--- src/rtl/alu_seq_pkg.sv ---
// alu_seq_pkg: shared types for the ALU macro-op sequencer
package alu_seq_pkg;
  localparam int DATA_W = 8;
  localparam int CNT_W = 16;
  localparam int MAX_STEPS = 4;
  localparam int STEP_W = $clog2(MAX_STEPS);
  typedef enum logic [1:0] {CMD_ADD = 2'b00, CMD_ROR = 2'b01, CMD_NAND = 2'b10, CMD_PASS = 2'b11} alu_cmd_e;
  typedef enum logic [2:0] {OP_ADD, OP_SUB, OP_AND, OP_OR, OP_XOR, OP_ROR, OP_NOT, OP_PASS} macro_op_e;
  typedef enum logic [1:0] {ST_IDLE, ST_EXEC, ST_DONE} seq_state_e;
  typedef enum logic [2:0] {SRC_RA, SRC_RB, SRC_T, SRC_U, SRC_ONE, SRC_ZERO} src_sel_e;
  typedef enum logic [1:0] {DST_R, DST_T, DST_U, DST_RA} dst_sel_e;
  typedef struct packed {
    alu_cmd_e cmd;
    src_sel_e src_a;
    src_sel_e src_b;
    dst_sel_e dst;
    logic last;
  } uop_t;
  function automatic uop_t mk(alu_cmd_e c, src_sel_e a, src_sel_e b, dst_sel_e d, logic l);
    return '{cmd: c, src_a: a, src_b: b, dst: d, last: l};
  endfunction
endpackage

--- src/rtl/alu_seq_ucode.sv ---
// alu_seq_ucode: microcode ROM mapping (op, step) to one ALU primitive
module alu_seq_ucode
  import alu_seq_pkg::*;
(
  input  logic [2:0]        op,
  input  logic [STEP_W-1:0] step,
  output uop_t              uop
);
  always_comb begin
    uop = mk(CMD_PASS, SRC_ZERO, SRC_ZERO, DST_R, 1'b1);
    case ({op, step})
      {OP_ADD,  2'd0}: uop = mk(CMD_ADD,  SRC_RA,   SRC_RB, DST_R,  1'b1);
      {OP_ROR,  2'd0}: uop = mk(CMD_ROR,  SRC_RA,   SRC_RB, DST_R,  1'b1);
      {OP_PASS, 2'd0}: uop = mk(CMD_PASS, SRC_ZERO, SRC_RB, DST_R,  1'b1);
      {OP_NOT,  2'd0}: uop = mk(CMD_NAND, SRC_RA,   SRC_RA, DST_R,  1'b1);
      {OP_AND,  2'd0}: uop = mk(CMD_NAND, SRC_RA,   SRC_RB, DST_T,  1'b0);
      {OP_AND,  2'd1}: uop = mk(CMD_NAND, SRC_T,    SRC_T,  DST_R,  1'b1);
      {OP_OR,   2'd0}: uop = mk(CMD_NAND, SRC_RA,   SRC_RA, DST_T,  1'b0);
      {OP_OR,   2'd1}: uop = mk(CMD_NAND, SRC_RB,   SRC_RB, DST_U,  1'b0);
      {OP_OR,   2'd2}: uop = mk(CMD_NAND, SRC_T,    SRC_U,  DST_R,  1'b1);
      {OP_SUB,  2'd0}: uop = mk(CMD_NAND, SRC_RB,   SRC_RB, DST_T,  1'b0);
      {OP_SUB,  2'd1}: uop = mk(CMD_ADD,  SRC_RA,   SRC_T,  DST_T,  1'b0);
      {OP_SUB,  2'd2}: uop = mk(CMD_ADD,  SRC_T,    SRC_ONE, DST_R, 1'b1);
      {OP_XOR,  2'd0}: uop = mk(CMD_NAND, SRC_RA,   SRC_RB, DST_T,  1'b0);
      {OP_XOR,  2'd1}: uop = mk(CMD_NAND, SRC_RA,   SRC_T,  DST_U,  1'b0);
      {OP_XOR,  2'd2}: uop = mk(CMD_NAND, SRC_RB,   SRC_T,  DST_RA, 1'b0);
      {OP_XOR,  2'd3}: uop = mk(CMD_NAND, SRC_U,    SRC_RA, DST_R,  1'b1);
      default: ;
    endcase
  end
endmodule

--- src/rtl/alu_op_sequencer.sv ---
// alu_op_sequencer: expands 8 macro ops into 1-4 primitive ALU cycles
// ALU_SEQ_PERF_EN adds a saturating busy-cycle counter output perf_busy.
module alu_op_sequencer
  import alu_seq_pkg::*;
(
  input  logic              clk,
  input  logic              rst_n,
  input  logic              req_valid,
  output logic              req_ready,
  input  logic [2:0]        req_op,
  input  logic [DATA_W-1:0] req_a,
  input  logic [DATA_W-1:0] req_b,
  output logic              rsp_valid,
  input  logic              rsp_ready,
  output logic [DATA_W-1:0] rsp_data,
  output logic              rsp_parity,
  output logic              rsp_zero,
  output logic [1:0]        alu_cmd,
  output logic [DATA_W-1:0] alu_a,
  output logic [DATA_W-1:0] alu_b,
  input  logic [DATA_W-1:0] alu_rslt,
  input  logic              alu_pari
`ifdef ALU_SEQ_PERF_EN
  ,output logic [CNT_W-1:0] perf_busy
`endif
);
  seq_state_e state, state_nxt;
  logic [2:0] op;
  logic [STEP_W-1:0] step;
  logic [DATA_W-1:0] ra, rb, t, u;
  logic exec;
  uop_t uop;

  alu_seq_ucode u_ucode (.op(op), .step(step), .uop(uop));

  function automatic logic [DATA_W-1:0] pick(src_sel_e s, logic [DATA_W-1:0] a, b, c, d);
    return s == SRC_RA ? a : s == SRC_RB ? b : s == SRC_T ? c : s == SRC_U ? d :
           s == SRC_ONE ? DATA_W'(1) : '0;
  endfunction

  always_ff @(posedge clk or negedge rst_n)
    if (!rst_n) state <= ST_IDLE;
    else state <= state_nxt;

  always_comb begin
    exec = state == ST_EXEC;
    state_nxt = state == ST_IDLE ? (req_valid ? ST_EXEC : ST_IDLE) :
                exec ? (uop.last ? ST_DONE : ST_EXEC) :
                (rsp_ready ? ST_IDLE : ST_DONE);
    req_ready = state == ST_IDLE;
    rsp_valid = state == ST_DONE;
    alu_cmd = exec ? uop.cmd : CMD_PASS;
    alu_a = exec ? pick(uop.src_a, ra, rb, t, u) : '0;
    alu_b = exec ? pick(uop.src_b, ra, rb, t, u) : '0;
  end

  always_ff @(posedge clk or negedge rst_n)
    if (!rst_n) begin
      op <= '0;
      step <= '0;
      {ra, rb, t, u} <= '0;
      rsp_data <= '0;
      rsp_parity <= 1'b0;
      rsp_zero <= 1'b0;
    end else if (state == ST_IDLE && req_valid) begin
      op <= req_op;
      ra <= req_op == OP_ROR ? req_a & 8'h07 : req_a;
      rb <= req_b;
      step <= '0;
    end else if (exec) begin
      step <= step + 1'b1;
      case (uop.dst)
        DST_T:  t <= alu_rslt;
        DST_U:  u <= alu_rslt;
        DST_RA: ra <= alu_rslt;
        DST_R: begin
          rsp_data <= alu_rslt;
          rsp_parity <= alu_pari;
          rsp_zero <= alu_rslt == '0;
        end
      endcase
    end

`ifdef ALU_SEQ_PERF_EN
  always_ff @(posedge clk or negedge rst_n)
    if (!rst_n) perf_busy <= '0;
    else if (state != ST_IDLE && perf_busy != '1) perf_busy <= perf_busy + 1'b1;
`endif
endmodule

--- config.mk ---
export PLATFORM = sky130hd
export DESIGN_NAME = alu_op_sequencer
export DESIGN_NICKNAME = d
export VERILOG_FILES = /design/src/rtl/alu_seq_pkg.sv /design/src/rtl/alu_seq_ucode.sv /design/src/rtl/alu_op_sequencer.sv
export SDC_FILE = /design/constraint.sdc
export NUM_CORES = 1
export LEC_CHECK = 0
export CAP_MARGIN = 10
export CORE_UTILIZATION = 53
export DETAILED_ROUTE_END_ITERATION = 6
export GPL_TIMING_DRIVEN = 1
export MAX_ROUTING_LAYER = met4
export PLACE_DENSITY = 0.89
export REMOVE_ABC_BUFFERS = 1
export SLEW_MARGIN = 15
export SYNTH_ARGS = -nofsm -noshare
export SYNTH_HDL_FRONTEND = slang
export SYNTH_SLANG_ARGS = --single-unit
export TNS_END_PERCENT = 1
--- constraint.sdc ---
create_clock -name clk -period 2.86 [get_ports clk]
set_input_delay 0.429 -clock clk [delete_from_list [all_inputs] [get_ports clk]]
set_output_delay 0.429 -clock clk [all_outputs]
set_load 0.02 [all_outputs]
==> Word-level counts from Yosys, hierarchy flattened <==
Cells that the tools add are included.
{ "word_totals": {"register_bits": 49, "in_bits": 32, "out_inout_bits": 30} }
{ "op_classes": {"eq_ne": 29, "n_reduce_logical": 14, "add_sub_neg": 1, "mux": 25, "n_bitwise": 1} }
{ "ops": {"columns": ["op", "n"], "rows": [
  ["11-bit case mux with 15 select lines", 1],
  ["8-bit 2-to-1 mux", 14],
  ["5-bit equality test, second input constant", 7],
  ["5-bit by 4-bit equality test with 1-bit output, second input constant", 5],
  ["5-bit by 3-bit equality test with 1-bit output, second input constant", 3],
  ["2-bit 2-to-1 mux", 7],
  ["3-bit by 2-bit equality test with 1-bit output, second input constant", 4],
  ["3-bit equality test, second input constant", 3],
  ["3-bit AND reduction", 3],
  ["8-bit zero test", 1],
  ["2-bit equality test, second input constant", 3],
  ["3-bit by 1-bit equality test with 1-bit output, second input constant", 2],
  ["3-bit zero test", 2],
  ["5-bit zero test", 1],
  ["2-bit by 1-bit equality test with 1-bit output, second input constant", 2],
  ["2-bit zero test", 2],
  ["2-bit nonzero test", 2],
  ["1-bit 2-to-1 mux", 3],
  ["2-bit by 1-bit adder with 2-bit output, second input constant", 1],
  ["2-bit AND reduction", 1],
  ["2-bit OR reduction", 1],
  ["1-bit logical AND", 1],
  ["1-bit inverter", 1]
]} }

==> Longest topological paths before layout <==
Gate-level depths: netlist (run 1).
{ "logic_depth": {"ltp_word": 10, "depth_mapped": 10} }

==> Modules after synthesis <==
A second synthesis (run 1) with hierarchy kept.
{ "unflattened": {"hier_cells": 278, "hier_area_um2": 2964.1} }
{ "by_module_without_submodules": {"columns": ["mod", "area_per_inst_um2", "instances", "seq_area_each_um2", "cells_per_inst"], "rows": [
  ["alu_op_sequencer", 2617.5, 1, 1226.2, 222],
  ["alu_seq_ucode", 346.6, 1, 0.0, 56]
]} }

==> Worst setup path before layout (run 1) <==
No wires, ideal clock.
{ "synth_timing": {"path_kind": "reg-to-output", "from": "register step[0]", "to": "output alu_a[4]", "required_time_ns": 2.431, "path_buffers": 3, "stages_incl_launch_ff": 11, "arrival_time_ns": 2.414, "slack_ns": 0.017, "path_cell_list": "dfrtp_1 inv_1 ha_1 nand4bb_1 clkbuf_1 o21ai_0 or3_1 buf_2 buf_2 a2bb2oi_1 a21oi_1"} }
{ "synth_between": {"elab_chain_len": 9} }
{ "synth_lines": {"columns": ["element", "line_no", "text"], "rows": [
  ["from (decl)", "alu_op_sequencer.sv:29", "logic [STEP_W-1:0] step;"],
  ["from (signal assigned)", "alu_op_sequencer.sv:71", "step <= step + 1'b1;"],
  ["5-bit by 4-bit equality test with 1-bit output or 5-bit equality test (tied branches)", "alu_seq_ucode.sv:11", "case ({op, step})"],
  ["2-bit OR reduction (no source line)", null, null],
  ["11-bit case mux with 15 select lines *", "alu_seq_ucode.sv:11", null],
  ["3-bit by 2-bit equality test with 1-bit output", "alu_op_sequencer.sv:37", "return s == SRC_RA ? a : s == SRC_RB ? b : s == SRC_T ? c : s == SRC_U ? d :"],
  ["8-bit 2-to-1 mux (3 in a row)", "alu_op_sequencer.sv:37", null],
  ["8-bit 2-to-1 mux *", "alu_op_sequencer.sv:37", null],
  ["8-bit 2-to-1 mux *", "alu_op_sequencer.sv:53", "alu_a = exec ? pick(uop.src_a, ra, rb, t, u) : '0;"],
  ["to (decl)", "alu_op_sequencer.sv:19", "output logic [DATA_W-1:0] alu_a,"]
]} }
Mark *: on every way between the ends. The rest lies on a longest branch, timed or not.

==> Worst setup path after layout (run 1) <==
{ "layout_timing": {"from": "register step[0]", "to": "output alu_b[3]"} }
{ "layout_between": {"elab_chain_len": 9} }
{ "layout_lines": {"columns": ["element", "line_no", "text"], "rows": [
  ["5-bit by 4-bit equality test with 1-bit output or 5-bit equality test (tied branches)", "alu_seq_ucode.sv:11", null],
  ["2-bit OR reduction (no source line)", null, null],
  ["11-bit case mux with 15 select lines *", "alu_seq_ucode.sv:11", null],
  ["3-bit by 2-bit equality test with 1-bit output", "alu_op_sequencer.sv:37", null],
  ["8-bit 2-to-1 mux (3 in a row)", "alu_op_sequencer.sv:37", null],
  ["8-bit 2-to-1 mux *", "alu_op_sequencer.sv:37", null],
  ["8-bit 2-to-1 mux *", "alu_op_sequencer.sv:54", "alu_b = exec ? pick(uop.src_b, ra, rb, t, u) : '0;"],
  ["to (decl)", "alu_op_sequencer.sv:20", "output logic [DATA_W-1:0] alu_b,"]
]} }
Marked as above.

==> impl_summary.txt, run 1 <==
----------------------------------------------------
[Hold path]
  Path class of the lowest-slack min-delay path ... input pin to asynchronous set/reset pin

[Cells and area]
  Number of nets in the layout ... 506
  Commonest non-fill, non-tap cell in the layout ... sky130_fd_sc_hd__buf_4
  Commonest non-fill, non-tap cells in the layout ... 70 x sky130_fd_sc_hd__buf_4, 49 x sky130_fd_sc_hd__dfrtp_1, 42 x sky130_fd_sc_hd__clkdlybuf4s50_1
  Signed area change from the synthesized netlist to the final layout ... 38.0%
  Number of fill cells ... 409
  Number of non-filler instances in the completed layout ... 545
  Ratio of cells with drive above 1 in the final layout ... between 30% and 40%
  Count of inserted antenna diode cells ... 0

[Clocking]
  CTS tree ... built
  Clk root buf ... sky130_fd_sc_hd__clkbuf_8
  Clock latency at the later pin of the worst-skew pair ... 310 ps
  Max Root-Sink Buffers ... 2
  Clock buffers created by TritonCTS ... 5
  Clock slew at the register clock pins of the worst setup and hold paths ... 100 ps
  Count of clock tree sinks ... ~50
  H-tree level count ... 2

[Detailed routing]
  Antenna Nets Post-Route ... 0
  Routed WL per cell ... 19.0 um
  Final routed DRC violation total ... 0
  First-iteration detailed-routing DRC count ... 331
  WL final ... 10,400 um
  Iteration count of the initial detailed-routing pass ... 6
  Routed via count ... 3,405
  Post-DR vias/cell ... 6.25

[Global routing]
  Via count of the first global-routing pass ... roughly 3,400
  Total track usage ... 33.8%
  Number of antenna violations at the first check in global routing ... 0
  First-pass GRT wire length ... 16,500 um
  Global route overflow ... 0
  Maximum number of pins on one net before global-route repair ... 50

[Worst setup path]
  Worst path slowest cell ... sky130_fd_sc_hd__or3_4
  Launch point of the worst reg-to-reg path ... step[0]$_DFFE_PN0P_
  Startpoint class of the critical path ... register
  Maximum fanout count along the critical path ... 6
  Maximum cell stage delay along the critical path ... 430 ps
  Buffering stage count on the worst path with inverters included ... 5
  Reg2reg setup slack ... 220 ps
  Crit path arrival time ... roughly 2900 ps
  Worst path most repeated cell ... sky130_fd_sc_hd__buf_6
  Reg2Reg Depth ... 10
  Kind of end point of the critical path ... output pin
  Endpoint of the most critical register-to-register path ... t[6]$_DFFE_PN0P_
  CP Data Required Time ... 2430 ps
  Type of the worst setup path ... register to output pin
  List of cells traversed by the critical path ... buf_6 > ha_4 > or3b_4 > a32oi_2 > buf_4 > a2111oi_4 > or3_4 > buf_6 > buf_6 > o221a_1 > buf_6
  Cell family with the largest share of critical-path delay ... simple AND/OR/NAND/NOR gates

[Logic synthesis]
  Primary FF master, synth ... sky130_fd_sc_hd__dfrtp_1
  Distinct cell type count of the synthesized netlist ... between 60 and 70
  Synth Warn # ... 0
  Most area-consuming cells after synthesis ... sky130_fd_sc_hd__dfrtp_1 36%, sky130_fd_sc_hd__mux2_2 4.7%, sky130_fd_sc_hd__nand2_1 4.6%
  Post-synthesis sequential element count ... 49
  Count of flip-flops with a built-in enable after synthesis ... 0
  Post-synth top area cell ... sky130_fd_sc_hd__dfrtp_1
  Synth top area share ... between 30% and 40%
  Area of the mapped netlist ... 3380 um2
  Synthesized area divided by synthesized cell count ... approximately 9.6 um2
  Sequential fraction of the synthesis area ... 36.3%
  Fraction of synthesis flops using an asynchronous set or reset pin ... 100%
  Cells after synthesis ... 354

[Floorplan]
  DIE AREA ... 6700 um2
  Core outline area ... 6030 um2
  Width of the chip ... 81.9 um
  Die Ht ... 81.9 um
  I/O pin total ... 62
  Std-Cell Rows ... 28
  Initial cell density of the core ... a little under three fifths

[Run status]
  Status ... complete, but fails checks
  Violations in the final reports ... negative setup slack

[Job]
  Maxcap violations ... 0

[Pwr]
  Leak pwr ... 0.00206 uW
  Power density over the cells ... 1410 nW/um2
  Worst ir drop on vdd ... 0.848 mV

[STA]
  Max Clock Skew ... 7.11 ps
  Min cycle time layout ... 3300 ps
  Max-slew headroom at the worst pin ... 54.9%
  Final critical-path share of the clock period ... 115%
  Max-slew violations ... 0
  Slew @ Worst Pin ... 673 ps
  Fmax ... 303 MHz
  Setup repair after global routing missed its margin ... yes
  Crit path setup slack, layout ... -442 ps
  # setup viols final ... 18
  Number of failing hold endpoints at the final stage ... 0

[Placement]
  Worst setup slack before clock tree synthesis ... -359 ps
  Inst Count DP ... 528
  IO buf count ... 61
  GPL Wtd Cong ... slightly below 1
  Detailed Place HPWL ... ~7500 um

----------------------------------------------------
==> per-stage QoR <==
stage                     area [um2]  total power (uW)  utilization (%)  setup TNS, ps  hold slack (ps)
final                           4670              6570             77.5          -5340              118
after global routing            4670              6970             77.5          -7100              165
after CTS                       4620              6370             76.6          -4800              347
after detailed placement        4430              5560             73.4          -5390              497
after global placement          4430              5430             73.4          -4830              489
after floorplan                 3250              3740                -          -3590              133
==> logic make-up (layout without fill, tap and decap cells) <==
group	count (synthesis)	in the layout	share of synthesized area, %
AOI/OAI and AO/OA	118	118	26.1
xor gates and xnor gates	1	1	0.259
adders and majority gates	5	5	1.85
buffers and inverters	34	150	4.92
DFF	49	49	36.3
muxes	34	34	12.2
and+or+nand+nor	113	113	18.4
==> worst max path at each step <==
stage | start | end | slack, ps | cells past startpoint
finish | step[0]$_DFFE_PN0P_ | alu_b[3] | -440 | 11
global route | step[0]$_DFFE_PN0P_ | alu_b[3] | -500 | 11
CTS | step[1]$_DFFE_PN0P_ | alu_b[7] | -400 | 11
detailed placement | step[1]$_DFFE_PN0P_ | alu_b[7] | -360 | 10
global placement | step[1]$_DFFE_PN0P_ | alu_b[4] | -310 | 9
floorplan | op[2]$_DFFE_PN0P_ | alu_b[6] | -280 | 5
==> what timing repair did <==
item	CTS	global route
gates cloned	1	0
pin swaps	6	10
hold buffers	0	0
endpoints found under the setup margin	18	18
gates resized for setup	102	16
setup buffers	7	1
==> per-layer routing <==
metal | track usage (%) | up-vias | share of wire [%]
met4 | 9.65 | 0 | 2.0
met5 | - | - | 0
met3 | 5.67 | 25 | 6.7
met1 | 43.0 | 1658 | 43
met2 | 55.5 | 162 | 48
li1 | - | 1560 | -
==> registers in the layout, summed over array words and instances, names as in the netlist <==
register / cells
rsp_zero: 1
ra: 8
rsp_parity: 1
u: 8
rsp_data: 8
step: 2
rb: 8
state: 2
op: 3
t: 8
==> worst reg2reg max path: cells and delay by family, from the launching register on <==
kind,cells,cell delay (ps)
DFF,1,410
and+or+nand+nor,3,780
adders and majority gates,1,200
buffers and inverters,4,540
muxes,1,400
AOI/OAI and AO/OA,1,190
==> cells in the mapped netlist, types with 5 or more instances <==
cell                        count
sky130_fd_sc_hd__dfrtp_1       49
sky130_fd_sc_hd__nand2_1       41
sky130_fd_sc_hd__a21oi_1       28
sky130_fd_sc_hd__nand3_1       21
sky130_fd_sc_hd__o21ai_0       21
sky130_fd_sc_hd__a22o_1        15
sky130_fd_sc_hd__mux2_2        14
sky130_fd_sc_hd__clkbuf_1      11
sky130_fd_sc_hd__mux2_4         9
sky130_fd_sc_hd__o31ai_1        9
sky130_fd_sc_hd__inv_1          8
sky130_fd_sc_hd__mux2_1         8
sky130_fd_sc_hd__nor3_1         8
sky130_fd_sc_hd__a2bb2oi_1      7
sky130_fd_sc_hd__buf_2          7
sky130_fd_sc_hd__nor2_1         7
sky130_fd_sc_hd__o221a_1        7
sky130_fd_sc_hd__ha_1           5
sky130_fd_sc_hd__nand2b_1       5
==> report_power, final <==
group	total, uW	internal [uW]	switching [uW]
clock network	449	183	266
registers	1360	1030	332
logic	4760	2370	2400
total	6570	3580	2990
==> layout make-up <==
type,instances,area (um2),share of cell area (%)
Tap cell,75,93.8,2.01
Timing Repair Buffer,134,1130,24.2
Sequential cell,49,1230,26.3
Multi-Input combinational cell,271,2090,44.7
Clock buffer,5,68.8,1.47
Clock inverter,3,28.8,0.617
Inverter,8,30.0,0.643
Power figures use the tool's default switching activity.
==> run 2, diff against run 1 <==
--- a/config.mk
+++ b/config.mk
@@ -5,6 +5,7 @@
 export SDC_FILE = /design/constraint.sdc
 export NUM_CORES = 1
 export LEC_CHECK = 0
+export ABC_CLOCK_PERIOD_IN_PS = 2860
 export CAP_MARGIN = 10
 export CORE_UTILIZATION = 53
 export DETAILED_ROUTE_END_ITERATION = 6
@@ -12,7 +13,7 @@
 export MAX_ROUTING_LAYER = met4
 export PLACE_DENSITY = 0.89
 export REMOVE_ABC_BUFFERS = 1
-export SLEW_MARGIN = 15
+export SLEW_MARGIN = 20
 export SYNTH_ARGS = -nofsm -noshare
 export SYNTH_HDL_FRONTEND = slang
 export SYNTH_SLANG_ARGS = --single-unit
==> results of run 2 <==
No change in the layout: final DEF, timing and power equal those of run 1.
==> run 3, diff against run 2 <==
--- a/config.mk
+++ b/config.mk
@@ -9,6 +9,7 @@
 export CAP_MARGIN = 10
 export CORE_UTILIZATION = 53
 export DETAILED_ROUTE_END_ITERATION = 6
+export GPL_ROUTABILITY_DRIVEN = 0
 export GPL_TIMING_DRIVEN = 1
 export MAX_ROUTING_LAYER = met4
 export PLACE_DENSITY = 0.89
==> impl_summary.txt, run 3 (same netlist as run 1, synthesis figures left out) <==
----------------------------------------------------
[STA]
  Fmax ... 314 MHz (+3.8%)
  Max-slew headroom at the worst pin ... 56.7% (+1.7 points)
  # setup viols final ... 18 (unchanged)
  Max Clock Skew ... 6.29 ps (-0.822 ps)
  Number of failing hold endpoints at the final stage ... 0 (unchanged)
  Final critical-path share of the clock period ... 111% (-4.2 points)
  Slew @ Worst Pin ... 647 ps (-25.5 ps)
  Setup repair after global routing missed its margin ... yes
  Crit path setup slack, layout ... -321 ps (+121 ps)
  Max-slew violations ... 0 (unchanged)
  Min cycle time layout ... 3180 ps (-121 ps)

[Detailed routing]
  Post-DR vias/cell ... 6.74 (+7.9%)
  WL final ... 11,700 um (+12%)
  First-iteration detailed-routing DRC count ... 460 (+39%)
  Antenna Nets Post-Route ... 0 (unchanged)
  Routed via count ... 3,635 (+6.8%)
  Iteration count of the initial detailed-routing pass ... 6 (unchanged)
  Routed WL per cell ... 21.6 um (+14%)
  Final routed DRC violation total ... 0 (unchanged)

[Worst setup path]
  Maximum fanout count along the critical path ... 12 (+6)
  Startpoint class of the critical path ... register
  Crit path arrival time ... 2750 ps (-120 ps)
  Type of the worst setup path ... register to output pin
  Launch point of the worst reg-to-reg path ... step[0]$_DFFE_PN0P_
  CP Data Required Time ... 2430 ps (about the same)
  Critical Path Source ... step[0]$_DFFE_PN0P_
  Kind of end point of the critical path ... output pin

[Cells and area]
  Area of the multi-input gates ... 2170 um2 (+4.0%)
  Number of fill cells ... 364 (-11%)
  Storage element area ... 1230 um2 (unchanged)
  Number of non-filler instances in the completed layout ... 539 (-1.1%)
  Number of nets in the layout ... 500 (-1.2%)
  Commonest non-fill, non-tap cells in the layout ... 67 x sky130_fd_sc_hd__buf_4, 49 x sky130_fd_sc_hd__dfrtp_1, 42 x sky130_fd_sc_hd__clkdlybuf4s50_1
  Commonest non-fill, non-tap cell in the layout ... sky130_fd_sc_hd__buf_4
  Count of inserted antenna diode cells ... 0 (unchanged)
  Signed area change from the synthesized netlist to the final layout ... 39.9%
  Ratio of cells with drive above 1 in the final layout ... 34.3% (+1.1 points)

[Clocking]
  Clock buffers created by TritonCTS ... 5 (unchanged)
  Clock latency at the later pin of the worst-skew pair ... 320 ps (about the same)
  Count of clock tree sinks ... 49 (unchanged)
  CTS tree ... built
  Clock slew at the register clock pins of the worst setup and hold paths ... 100 ps (about the same)
  H-tree level count ... 2 (unchanged)
  Clk root buf ... sky130_fd_sc_hd__clkbuf_8
  Max Root-Sink Buffers ... 2 (unchanged)

[Floorplan]
  Initial cell density of the core ... 56.1% (unchanged)
  Die Ht ... 81.9 um (unchanged)
  Std-Cell Rows ... 28 (unchanged)
  DIE AREA ... 6700 um2 (unchanged)
  I/O pin total ... 62 (unchanged)
  Width of the chip ... 81.9 um (unchanged)
  Core outline area ... 6030 um2 (unchanged)

[Global routing]
  Global route overflow ... 0 (unchanged)
  Via count of the first global-routing pass ... 3,594 (+6.8%)
  Total track usage ... 36.8% (+2.9 points)
  Number of antenna violations at the first check in global routing ... 0 (unchanged)
  Maximum number of pins on one net before global-route repair ... 50 (unchanged)
  First-pass GRT wire length ... 17,800 um (+7.4%)

[Hold path]
  Path class of the lowest-slack min-delay path ... input pin to asynchronous set/reset pin

[Pwr]
  Worst ir drop on vdd ... 0.823 mV (-2.9%)
  Pwr Total ... 6740 uW (+2.6%)
  Power density over the cells ... 1420 nW/um2 (+1.2%)
  Leak pwr ... 0.00205 uW (-0.49%)

[Run status]
  Status ... complete, but fails checks
  Violations in the final reports ... negative setup slack

[Placement]
  IO buf count ... 61 (unchanged)
  Inst Count DP ... 523 (-0.95%)
  Detailed Place HPWL ... 7430 um (-0.92%)

[Job]
  Maxcap violations ... 0 (unchanged)

----------------------------------------------------
[run 3: final timing paths]
| kind | endpoint | slack (ps) | cells after the start |
|---|---|---|---|
| min in group clk | rsp_data[5]$_DFFE_PN0P_ | 520 | 1 |
| worst min-delay path | rsp_parity$_DFFE_PN0P_ | 130 | 1 |
| worst max-delay path | alu_b[2] | -320 | 11 |
| max in group asynchronous | rb[7]$_DFFE_PN0P_ | 2310 | 1 |
| worst min register to register | rsp_data[5]$_DFFE_PN0P_ | 520 | 1 |
| worst max register to register | t[7]$_DFFE_PN0P_ | 120 | 10 |
[run 3: worst max-delay path, cell delays in order, from the launching register on]
cell and delay [ps]:
sky130_fd_sc_hd__dfrtp_1 440, sky130_fd_sc_hd__inv_2 70, sky130_fd_sc_hd__ha_2 200, sky130_fd_sc_hd__buf_4 160, sky130_fd_sc_hd__mux2_4 290, sky130_fd_sc_hd__a211oi_4 300, sky130_fd_sc_hd__buf_6 200, sky130_fd_sc_hd__buf_4 140
sky130_fd_sc_hd__nand3_1 100, sky130_fd_sc_hd__a21oi_1 170, sky130_fd_sc_hd__o221a_1 240, sky130_fd_sc_hd__buf_6 120
[run 3: power breakdown]
| part | switching [uW] | leakage, uW | internal [uW] | total [uW] |
|---|---|---|---|---|
| Combinational | 2570 | 0.00140 | 2360 | 4920 |
| Sequential | 345 | 0.000605 | 1030 | 1370 |
| Clock | 267 | 0.0000423 | 178 | 446 |
[run 3: stage by stage]
step | hold WS (ps) | utilization, % | TNS (ps) | setup WS, ps | area (um2)
floorplan | 133 | - | -3590 | -282 | 3250
global placement | 489 | 73.0 | -4180 | -313 | 4400
detailed placement | 500 | 73.0 | -5580 | -382 | 4400
CTS | 347 | 76.2 | -2820 | -215 | 4590
global route | 181 | 78.5 | -5390 | -357 | 4730
finish | 133 | 78.5 | -4580 | -321 | 4730
[run 3: final cells by class]
cell class,instances,area share [%]
Sequential cell,49,25.9
Timing Repair Buffer,128,23.6
Clock inverter,3,0.555
Tap cell,75,1.98
Clock buffer,5,1.45
Inverter,8,0.635
Multi-Input combinational cell,271,45.9
[run 3: routing by layer]
| layer | track usage (%) | routed length [um] | share of wire [%] |
|---|---|---|---|
| met1 | 43.4 | 4320 | 37 |
| met2 | 56.4 | 5320 | 46 |
| met3 | 10.0 | 1260 | 11 |
| met4 | 20.7 | 753 | 6.5 |
| met5 | - | 0 | 0 |
[run 3: timing repair]
| action | 4_1_cts | 5_1_grt |
|---|---|---|
| resized for setup | 113 | 25 |
| gates cloned | 1 | 0 |
| setup buffers | 3 | 5 |
| setup endpoints to repair | 18 | 18 |
| pin swaps | 6 | 8 |
| hold buffers | 0 | 0 |
